### src/rtl/p4_hdr_reg_loader.sv
// AXI4-Lite master that writes one P4 header set (9 words) into the header
// register block and, optionally, reads every word back and compares it.
module p4_hdr_reg_loader #(
    parameter logic [31:0] BASE_ADDR = 32'h0000_0000,
    parameter bit          VERIFY    = 1'b1
) (
    input  logic        axil_aclk,
    input  logic        axil_aresetn,

    input  logic        cfg_valid,
    output logic        cfg_ready,
    input  logic [47:0] cfg_smac,
    input  logic [47:0] cfg_dmac,
    input  logic [31:0] cfg_sip,
    input  logic [31:0] cfg_dip,
    input  logic [15:0] cfg_sport,
    input  logic [15:0] cfg_dport,
    input  logic [15:0] cfg_ipsum,

    output logic        busy,
    output logic        done,
    output logic        err,
    output logic [1:0]  err_code,
    output logic [3:0]  err_idx,

    output logic        m_axil_awvalid,
    input  logic        m_axil_awready,
    output logic [31:0] m_axil_awaddr,
    output logic        m_axil_wvalid,
    input  logic        m_axil_wready,
    output logic [31:0] m_axil_wdata,
    output logic [3:0]  m_axil_wstrb,
    input  logic        m_axil_bvalid,
    output logic        m_axil_bready,
    input  logic [1:0]  m_axil_bresp,
    output logic        m_axil_arvalid,
    input  logic        m_axil_arready,
    output logic [31:0] m_axil_araddr,
    input  logic        m_axil_rvalid,
    output logic        m_axil_rready,
    input  logic [31:0] m_axil_rdata,
    input  logic [1:0]  m_axil_rresp
);

    typedef enum logic [2:0] {
        S_IDLE,
        S_WR,
        S_WRESP,
        S_RD,
        S_RDATA,
        S_DONE
    } state_t;

    localparam logic [3:0] LAST_IDX = 4'd8;

    state_t      state_q, state_d;
    logic [3:0]  idx_q, idx_d;
    logic        aw_done_q, aw_done_d;
    logic        w_done_q, w_done_d;
    logic [1:0]  err_code_q, err_code_d;
    logic [3:0]  err_idx_q, err_idx_d;
    logic        cfg_load;

    logic [47:0] smac_q, dmac_q;
    logic [31:0] sip_q, dip_q;
    logic [15:0] sport_q, dport_q, ipsum_q;

    logic [31:0] word;
    logic [31:0] word_addr;
    logic        aw_ok, w_ok;

    // Captured header set; only meaningful once the FSM has left IDLE.
    always_ff @(posedge axil_aclk) begin
        if (cfg_load) begin
            smac_q  <= cfg_smac;
            dmac_q  <= cfg_dmac;
            sip_q   <= cfg_sip;
            dip_q   <= cfg_dip;
            sport_q <= cfg_sport;
            dport_q <= cfg_dport;
            ipsum_q <= cfg_ipsum;
        end
    end

    always_comb begin
        word = 32'h0;
        case (idx_q)
            4'd0:    word = smac_q[31:0];
            4'd1:    word = {16'h0, smac_q[47:32]};
            4'd2:    word = dmac_q[31:0];
            4'd3:    word = {16'h0, dmac_q[47:32]};
            4'd4:    word = sip_q;
            4'd5:    word = dip_q;
            4'd6:    word = {16'h0, sport_q};
            4'd7:    word = {16'h0, dport_q};
            4'd8:    word = {16'h0, ipsum_q};
            default: word = 32'h0;
        endcase
    end

    assign word_addr     = BASE_ADDR + {26'h0, idx_q, 2'b00};
    assign m_axil_awaddr = word_addr;
    assign m_axil_araddr = word_addr;
    assign m_axil_wdata  = word;
    assign m_axil_wstrb  = 4'hF;
    assign err_code      = err_code_q;
    assign err_idx       = err_idx_q;

    always_ff @(posedge axil_aclk or negedge axil_aresetn) begin
        if (!axil_aresetn) begin
            state_q    <= S_IDLE;
            idx_q      <= 4'd0;
            aw_done_q  <= 1'b0;
            w_done_q   <= 1'b0;
            err_code_q <= 2'd0;
            err_idx_q  <= 4'd0;
        end else begin
            state_q    <= state_d;
            idx_q      <= idx_d;
            aw_done_q  <= aw_done_d;
            w_done_q   <= w_done_d;
            err_code_q <= err_code_d;
            err_idx_q  <= err_idx_d;
        end
    end

    always_comb begin
        state_d        = state_q;
        idx_d          = idx_q;
        aw_done_d      = aw_done_q;
        w_done_d       = w_done_q;
        err_code_d     = err_code_q;
        err_idx_d      = err_idx_q;
        cfg_load       = 1'b0;
        cfg_ready      = 1'b0;
        busy           = (state_q != S_IDLE);
        done           = 1'b0;
        err            = 1'b0;
        m_axil_awvalid = 1'b0;
        m_axil_wvalid  = 1'b0;
        m_axil_bready  = 1'b0;
        m_axil_arvalid = 1'b0;
        m_axil_rready  = 1'b0;
        aw_ok          = 1'b0;
        w_ok           = 1'b0;

        case (state_q)
            S_IDLE: begin
                cfg_ready = 1'b1;
                if (cfg_valid) begin
                    cfg_load   = 1'b1;
                    idx_d      = 4'd0;
                    err_code_d = 2'd0;
                    err_idx_d  = 4'd0;
                    aw_done_d  = 1'b0;
                    w_done_d   = 1'b0;
                    state_d    = S_WR;
                end
            end

            // AW and W complete independently; each valid is held until its own handshake.
            S_WR: begin
                m_axil_awvalid = !aw_done_q;
                m_axil_wvalid  = !w_done_q;
                aw_ok          = aw_done_q || m_axil_awready;
                w_ok           = w_done_q || m_axil_wready;
                aw_done_d      = aw_ok;
                w_done_d       = w_ok;
                if (aw_ok && w_ok) begin
                    aw_done_d = 1'b0;
                    w_done_d  = 1'b0;
                    state_d   = S_WRESP;
                end
            end

            S_WRESP: begin
                m_axil_bready = 1'b1;
                if (m_axil_bvalid) begin
                    if (m_axil_bresp != 2'b00) begin
                        err_code_d = 2'd1;
                        err_idx_d  = idx_q;
                        state_d    = S_DONE;
                    end else if (idx_q == LAST_IDX) begin
                        if (VERIFY) begin
                            idx_d   = 4'd0;
                            state_d = S_RD;
                        end else begin
                            state_d = S_DONE;
                        end
                    end else begin
                        idx_d   = idx_q + 4'd1;
                        state_d = S_WR;
                    end
                end
            end

            S_RD: begin
                m_axil_arvalid = 1'b1;
                if (m_axil_arready) begin
                    state_d = S_RDATA;
                end
            end

            S_RDATA: begin
                m_axil_rready = 1'b1;
                if (m_axil_rvalid) begin
                    if (m_axil_rresp != 2'b00) begin
                        err_code_d = 2'd2;
                        err_idx_d  = idx_q;
                        state_d    = S_DONE;
                    end else if (m_axil_rdata != word) begin
                        err_code_d = 2'd3;
                        err_idx_d  = idx_q;
                        state_d    = S_DONE;
                    end else if (idx_q == LAST_IDX) begin
                        state_d = S_DONE;
                    end else begin
                        idx_d   = idx_q + 4'd1;
                        state_d = S_RD;
                    end
                end
            end

            S_DONE: begin
                done    = 1'b1;
                err     = (err_code_q != 2'd0);
                state_d = S_IDLE;
            end

            default: begin
                state_d = S_IDLE;
            end
        endcase
    end

endmodule

### config.mk
export PLATFORM = sky130hd
export DESIGN_NAME = p4_hdr_reg_loader
export DESIGN_NICKNAME = d
export VERILOG_FILES = /design/src/rtl/p4_hdr_reg_loader.sv
export SDC_FILE = /design/constraint.sdc
export NUM_CORES = 1
export LEC_CHECK = 0
export BUFFER_PORTS_ARGS = -buffer_cell sky130_fd_sc_hd__buf_4
export CORE_AREA = 2 2 142 144
export CTS_BUF_LIST = sky130_fd_sc_hd__clkbuf_2
export CTS_CLUSTER_DIAMETER = 200
export CTS_CLUSTER_SIZE = 25
export DETAILED_ROUTE_END_ITERATION = 16
export DIE_AREA = 0 0 144 146
export GPL_TIMING_DRIVEN = 0
export PLACE_DENSITY = 0.78
export SYNTH_ARGS = -nofsm -noshare
export SYNTH_HDL_FRONTEND = slang
export SYNTH_SLANG_ARGS = --single-unit
export TNS_END_PERCENT = 1
### constraint.sdc
create_clock -name axil_aclk -period 6.8 [get_ports axil_aclk]
set_input_delay 1.36 -clock axil_aclk [delete_from_list [all_inputs] [get_ports axil_aclk]]
set_output_delay 1.36 -clock axil_aclk [all_outputs]
set_load 0.005 [all_outputs]
[Word-level counts from Yosys, hierarchy flattened]
Cells that the tools add are included.
Word-level totals
  bits in registers: 223
  bits of input ports: 252
  output and inout bits: 115
  word-level logic and storage cells: 105
Operators by class
  add/subtract/negate cells: 1
  equal/unequal tests: 25
  muxes and demuxes: 49
  reduce and logical (&&, ||, !) cells: 17
Operators with widths (number)
  32-bit case mux with 9 select lines: 1
  4-bit 2-to-1 mux: 13
  32-bit != test: 1
  3-bit 2-to-1 mux: 9
  4-bit case mux with 3 select lines: 2
  2-bit != test, second input constant: 10
  4-bit by 3-bit equality test with 1-bit output, second input constant: 4
  3-bit case mux with 5 select lines: 1
  2-bit 2-to-1 mux: 7
  1-bit 2-to-1 mux: 13
  4-bit by 2-bit equality test with 1-bit output, second input constant: 2
  8-bit AND reduction: 1
  2-bit nonzero test: 4
  3-bit by 2-bit equality test with 1-bit output, second input constant: 2
  3-bit equality test, second input constant: 2
  2-bit case mux with 3 select lines: 1
  6-bit AND reduction: 1
  3-bit nonzero test: 2
  5-bit AND reduction: 1
  4-bit by 1-bit adder with 4-bit output, second input constant: 1
  4-bit by 1-bit equality test with 1-bit output, second input constant: 1
  4-bit equality test, second input constant: 1
  4-bit zero test: 1
  1-bit case mux with 2 select lines: 2
  other kinds (7): 9

[Logic depth before layout (Yosys ltp)]
Gate-level depths: netlist of the first run.
  depth after elaboration: 7
  gate-level depth with buffers: 14
  gate-level depth less buffers: 10

[Worst setup path after synthesis of the first run]
No wires, ideal clock.
  path type: input -> register
  start: input cfg_valid
  end: register dip_q[0] (enable)
  setup time: 559 ps
  data arrival time: 5457 ps
  required time: 6241 ps
  setup slack: 784 ps
  stages: 2
  path buffers: 0
  cells stage by stage: nand2_1 > inv_1
On the way
  longest elaborated chain between the ends: 2
Ends and longest elaborated chain
  from (decl): RTL line 10  | input logic cfg_valid,
  1-bit 2-to-1 mux: RTL line 150  | if (cfg_valid) begin
  1-bit 2-to-1 mux: RTL line 147  | case (state_q)
  named net cfg_load: RTL line 62  | logic cfg_load;
  to (signal assigned): RTL line 78  | dip_q <= cfg_dip;
  to (decl): RTL line 65  | logic [31:0] sip_q, dip_q;
The timed path passes the listed nets, and every way through them passes these cells.
A chain may end at the register's enable or synchronous reset.

[Worst setup path in the final report of the first run]
  start: register idx_q[1]
  end: output m_axil_wdata[12]
On the way
  longest elaborated chain between the ends: 2
  elaborated cells between the ends (all ways): 10
  those cells by class: eq/ne: 8; mux: 1; reduce/logical: 1
Ends and longest elaborated chain
  from (decl): RTL line 57  | logic [3:0] idx_q, idx_d;
  from (signal assigned): RTL line 119  | idx_q <= idx_d;
  4-bit equality test, or another cell as far along: RTL line 87  | case (idx_q)
  32-bit case mux with 9 select lines (*): RTL line 87
  to (decl): RTL line 31  | output logic [31:0] m_axil_wdata,
Mark *: on every way between the ends. The rest lies on a longest branch, timed or not.

==> metrics.md, run 1 <==
| Metric | Value |
|---|---|
| Netlist cell types | `66` |
| Slew margin rel. | `0.3536` |
| DRC viols | `0` |
| Initial antenna violation count | `1` |
| WL/cell | `20.89 um` |
| CTS tree | `done` |
| Synthesized area | `0.009747 sq mm` |
| PortBufs | `306` |
| Drt first pass iters | `6` |
| First-pass GRT wire length | `39.61 mm` |
| Post-synthesis sequential area ratio | `0.6793` |
| Peak supply drop | `0.2071 mV` |
| Initial DRC Count | `600` |
| Cell Pwr Density | `296.9 mW/mm^2` |
| Die Ht | `146 um` |
| Die area | `0.02102 sq mm` |
| Number of synthesized register bits | `223` |
| Fillers | `1450` |
| Initial Utilization | `0.5041` |
| CTS root buf | `clkbuf_2` |
| CTS buffer count | `12` |
| Critical path class | `flip-flop to primary output` |
| Multi-input gate area | `0.002597 sq mm` |
| Placed cells | `1296` |
| Final hold violation count | `0` |
| Yosys warns | `0` |
| DP Wirelength | `20.64 mm` |
| Min cycle time layout | `5.162 ns` |
| Worst-skew pair later-pin latency | `0.81 ns` |
| Hold slack | `0.2835 ns` |
| CTS-repair resized insts | `0` |
| Synth Flop Type | `edfxtp_1` |
| Max-Cap Viols | `0` |
| Synth Instances | `666` |
| Register area | `0.006621 sq mm` |
| Gr usage total | `0.2530` |
| Final net count | `1301` |
| CTS Hold Bufs | `0` |
| Largest area contributor in the netlist | `edfxtp_1` |
| Post-route ant nets | `0` |
| Post-Layout Inst Area | `0.01273 sq mm` |
| DR vias | `6985` |
| CTS clk-pin slew, worst paths | `0.45 ns` |
| CTS sink cnt | `223` |
| Placed cell area | `0.01263 sq mm` |
| Post-Route WL | `27.51 mm` |
| Most numerous cell in the Yosys netlist | `edfxtp_1` |
| Clock buffer depth | `3` |
| Synth area leaders | `edfxtp_1, buf_4, dfrtp_1` |
| Area delta synth->final | `30.60%` |
| Final core utilization | `0.6584` |
| Syn Area/Cell | `14.63 sq um` |
| CP Launch Type | `flip-flop` |
| Core area | `0.01933 sq mm` |
| Pre-CTS setup slack | `2.415 ns` |
| Final std cells w/o fill | `1317` |
| Vias in the first global route | `6874` |
| Slew Limit Fails | `0` |
| Layout cells sized above 1 | `0.4034` |
| Outcome | `finished, final reports clean` |
| WP data required | `5.44 ns` |
| Worst Tran Pin Value | `0.9675 ns` |
| Rows | `51` |
| FF-to-FF setup slack | `2.31 ns` |
| Top-area cell type share of the netlist area | `0.6408` |
| Clk_skew | `0.04132 ns` |
| Asr flop ratio synth | `0.06726` |
| Fin worst setup slack | `1.638 ns` |
| Routed vias/inst | `5.304` |
| # Post-CTS Setup Buffers | `0` |
| Worst EP arrival | `3.80 ns` |
| LEAKAGE | `5.158 nW` |
| Htree depth | `1` |
| Most frequent cells after synthesis | `edfxtp_1, buf_4, inv_1` |
| Global route overflow | `0` |
| Crit-path max FO | `10` |
| Hold/Removal Path Class | `input pin to async pin` |
| Final setup viols | `0` |
| RSZ-0062 raised after global routing | `false` |
| Fin crit share | `0.7592` |
| CP endpoint kind | `primary output` |
| Largest net degree at the start of global routing | `145` |
| Num ports | `367` |
| EDFF count, synth | `208` |
| Max Clk Rate | `193.7 MHz` |
| Die X | `144 um` |
| Final Wtd Congestion | `0.8704` |
-- kinds of logic after synthesis --
kind of cell,count (synthesis),share of synthesized area
adders and majority gates,4,0.005135
AOI/OAI and AO/OA,144,0.1180
xor gates and xnor gates,28,0.02516
muxes,31,0.03453
and+or+nand+nor,106,0.06059
buffers and inverters,128,0.07651
other,2,0.0007705
DFF,223,0.6793
-- layout make-up --
cell class	instances	share of cell area
sequential	223	0.5201
clock inverter	1	0.0002949
tap	265	0.02605
inverter	28	0.008846
timing repair buffer	307	0.1826
antenna	1	0.0001966
clock buffer	19	0.007470
multi-input combinational	373	0.2040
buffer	100	0.05032
-- worst paths after layout --
path | from | to | depth (start not counted)
worst max register to register | idx_q[1] | err_code[0] | 13
min in group axil_aclk | aw_done_q | w_done_q | 1
max in group asynchronous | axil_aresetn | err_idx[0] | 1
worst min-delay path | axil_aresetn | aw_done_q | 1
worst max-delay path | idx_q[1] | m_axil_wdata[12] | 10
worst min register to register | aw_done_q | w_done_q | 1
-- through the flow --
stage | TNS [ns] | power (mW)
after floorplan | 0 | 2.748
after global placement | -158.02 | 3.372
after detailed placement | 0 | 3.348
after CTS | 0 | 3.782
after global routing | 0 | 3.970
final | 0 | 3.779
-- state kept, by name (all words and copies together), names as in the netlist, 2 cells and up --
signal and count:
ipsum_q 16, sport_q 16, dmac_q 48, idx_q 4
state_q 3, smac_q 48, sip_q 32, dport_q 16
dip_q 32, err_idx 4, err_code 2
-- routing by layer --
metal / part of all wire / vias to the layer above / wire, um / GRT usage
met2: 0.51 / 395 / 14040 / 0.4440
met3: 0.084 / 49 / 2300 / 0.04212
met4: 0.030 / 0 / 832 / 0.08088
met5: 0 / - / 0 / 0
met1: 0.38 / 3318 / 10340 / 0.3188
li1: - / 3223 / - / -
-- layout by cell type, fill, tap and decap left out, types with 5 or more instances in the layout --
cell	instances
buf_2	8
nor2b_1	8
o21ai_0	9
mux2_1	8
nor2_1	14
a211oi_1	8
nand2b_1	8
xor2_1	9
clkbuf_1	22
a222oi_1	24
a221o_1	5
mux2i_1	10
a22o_1	5
edfxtp_1	208
nor4_1	6
a221oi_1	6
buf_4	370
a22oi_1	18
nand2_1	21
mux2_2	13
nand3b_1	6
dfrtp_1	15
inv_1	27
a21o_1	5
xnor2_1	19
nor3_1	7
clkbuf_2	19
o22ai_1	6
a21oi_1	17
o2bb2ai_1	8
conb_1	60
nand3_1	11
-- where the power goes --
part,switching [mW],internal [mW]
Sequential,0.0800,1.80
Combinational,0.802,0.634
Clock,0.388,0.0715
Total,1.27,2.51
-- worst max-delay path, cell delays in order (launching register included) --
cell and delay [ns]:
dfrtp_1 0.57, inv_1 0.16, ha_1 0.16, clkbuf_1 0.33
buf_2 0.36, buf_1 0.50, a22oi_1 0.18, a22oi_1 0.29
nor2_1 0.10, o21ai_0 0.18, buf_4 0.15
Power figures use the tool's default switching activity.
==> run 2, diff against run 1 <==
Settings changed: ABC_AREA set to 1, CORE_AREA 2 2 142 144 to unset, CORE_MARGIN set to 1, CORE_UTILIZATION set to 52, DIE_AREA 0 0 144 146 to unset, PLACE_DENSITY 0.78 to 0.8.
Clock period 6.8 ns to 5 ns, I/O delays scaled along.
==> metrics.md, run 2 <==
| Metric | Value |
|---|---|
| Commonest non-fill, non-tap cell in the layout | `buf_4` |
| Outcome | `finished, final reports clean` |
| Rows | `51` |
| Worst-skew pair later-pin latency | `0.86 ns` |
| Crit-path max FO | `8` |
| Top-area cell type share of the netlist area | `0.5999` |
| Hold/Removal Path Class | `input pin to flip-flop` |
| First-pass GRT wire length | `41.19 mm` |
| Critical path class | `flip-flop to primary output` |
| Cell Pwr Density | `376.7 mW/mm^2` |
| Total power | `5.087 mW` |
| Switching Share | `0.3412` |
| CTS buffer count | `12` |
| Most frequent cells in the layout | `buf_4, nand2_1, edfxtp_1, inv_1, nor2_1` |
| RSZ-0062 raised after global routing | `false` |
| Yosys warns | `0` |
| Most frequent cells after synthesis | `nand2_1, edfxtp_1, inv_1` |
| Syn Area/Cell | `10.06 sq um` |
| Layout cells sized above 1 | `0.3100` |
| Gr usage total | `0.2705` |
| Combinational group share of total power | `0.359` |
| Initial antenna violation count | `1` |
| Post-Route WL | `28.15 mm` |
| Largest area contributor in the netlist | `edfxtp_1` |
| Number of synthesized register bits | `223` |
| # Post-CTS Setup Buffers | `0` |
| CTS sink cnt | `223` |
| CTS tree | `done` |
| WP data required | `4.00 ns` |
| Min cycle time layout | `4.150 ns` |
| Clk_skew | `0.05343 ns` |
| CTS root buf | `clkbuf_2` |
| EDFF count, synth | `208` |
| Max-Cap Viols | `0` |
| Slew margin rel. | `0.4107` |
| Die X | `143.5 um` |
| Die area | `0.02059 sq mm` |
| Netlist cell types | `33` |
| Routed vias/inst | `4.911` |
| Post-synthesis sequential area ratio | `0.6359` |
| Asr flop ratio synth | `0.06726` |
| DRC viols | `0` |
| PortBufs | `306` |
| Largest net degree at the start of global routing | `38` |
| Pre-CTS setup slack | `1.819 ns` |
| Max Clk Rate | `241.0 MHz` |
| WL/cell | `16.64 um` |
| Top Registers | `dmac_q x48, smac_q x48` |
| Synth Instances | `1035` |
| Peak supply drop | `0.2804 mV` |
| Area delta synth->final | `29.70%` |
| Fin crit share | `0.8300` |
| Clock buffer depth | `3` |
| Setup tns final | `0 ns` |
| Final net count | `1676` |
| Final core utilization | `0.6917` |
| Core area | `0.01953 sq mm` |
| Sw power | `1.735 mW` |
| Post-route ant nets | `0` |
| Drt first pass iters | `5` |
| Synth Flop Type | `edfxtp_1` |
| Num ports | `367` |
| Initial Utilization | `0.5333` |
| CTS clk-pin slew, worst paths | `0.46 ns` |
| Global route overflow | `0` |
| Final setup viols | `0` |
| DP Wirelength | `21.95 mm` |
| Worst Tran Pin Value | `0.8819 ns` |
| Final hold violation count | `0` |
| P_int | `3.352 mW` |
| Final std cells w/o fill | `1692` |
| Synth area leaders | `edfxtp_1, nand2_1, buf_4` |
| Hold Path Depth | `1` |
| Vias in the first global route | `8076` |
| Htree depth | `1` |
| CTS-repair resized insts | `0` |
| Slew Limit Fails | `0` |
| Power share of the clock group | `0.125` |
| Placed cells | `1670` |
| Initial DRC Count | `527` |
| Synthesized area | `0.01041 sq mm` |
| Worst EP arrival | `3.15 ns` |
| Final Wtd Congestion | `0.9001` |
| LEAKAGE | `6.396 nW` |
| CP endpoint kind | `primary output` |
| R2r worst-path depth | `20` |
| DR vias | `8310` |
| Sequential Power Share | `0.516` |
| Die Ht | `143.5 um` |
| CTS Hold Bufs | `1` |
| CP Launch Type | `flip-flop` |
| Most numerous cell in the Yosys netlist | `nand2_1` |
| Fin worst setup slack | `0.8498 ns` |
==> run 2: cell count changes after synthesis, moves of 13 or more <==
cell,previous run,this run
nand3_1,11,86
xnor2_1,19,1
mux2_2,13,0
clkbuf_1,22,0
a21oi_1,17,4
nand4_1,4,35
a22oi_1,18,0
inv_1,28,117
nand2_1,21,304
a222oi_1,24,0
nor2_1,14,92
o21ai_0,9,22
==> run 2: worst paths after layout <==
path	start	endpoint	slack, ns
min reg2reg	err_idx[0]	err_idx[0]	0.53
min in group asynchronous	axil_aresetn	err_idx[3]	0.44
max in group asynchronous	axil_aresetn	err_code[1]	4.34
max reg2reg	idx_q[1]	err_code[1]	1.78
min	cfg_dmac[36]	dmac_q[36]	0.26
max	idx_q[1]	m_axil_wdata[8]	0.85
==> run 2: logic make-up after synthesis <==
kind of cell               after synthesis  synth area share
and+or+nand+nor                        543            0.2218
DFF                                    223            0.6359
buffers and inverters                  216            0.1096
AOI/OAI and AO/OA                       36           0.01791
xor gates and xnor gates                11          0.009252
adders and majority gates                4          0.004807
other                                    2         0.0007212
==> run 2: worst max-delay path: stages (launching register included) <==
cell	delay, ns
dfrtp_1	0.61
inv_1	0.11
ha_1	0.19
buf_2	0.19
nand2_1	0.33
inv_1	0.24
nand2_1	0.11
nand2_1	0.05
nor2_1	0.13
nand3_1	0.16
buf_4	0.18
==> run 2: power groups by stage <==
| stage | Clock (mW) | Sequential, mW | Combinational, mW |
|---|---|---|---|
| floorplan | 0 | 2.68 | 0.986 |
| global placement | 0 | 2.72 | 1.69 |
| detailed placement | 0 | 2.67 | 1.82 |
| CTS | 0.638 | 2.62 | 1.83 |
| global route | 0.696 | 2.66 | 2.03 |
| finish | 0.634 | 2.63 | 1.83 |
==> run 2: stage by stage <==
stage	hold WS, ns	instance area [sq um]
floorplan	0.4763	10640
global placement	0.4732	13270
detailed placement	0.4797	13390
CTS	0.2461	13500
global route	0.2330	13510
finish	0.2577	13510
==> run 2: area by class of cell <==
| type | count | area [sq um] |
|---|---|---|
| sequential | 223 | 6621 |
| fill | 1527 | 6021 |
| multi-input combinational | 654 | 2875 |
| timing repair buffer | 313 | 2435 |
| buffer | 93 | 676.9 |
| inverter | 123 | 464.2 |
| tap | 265 | 331.6 |
| clock buffer | 19 | 95.09 |
| clock inverter | 1 | 3.754 |
| antenna | 1 | 2.502 |
==> run 2: routing by layer <==
metal  wire length (um)  track usage
met3               2481      0.04832
met2              14100       0.4796
met5                  0            0
met4               1371       0.1344
met1              10200       0.3153
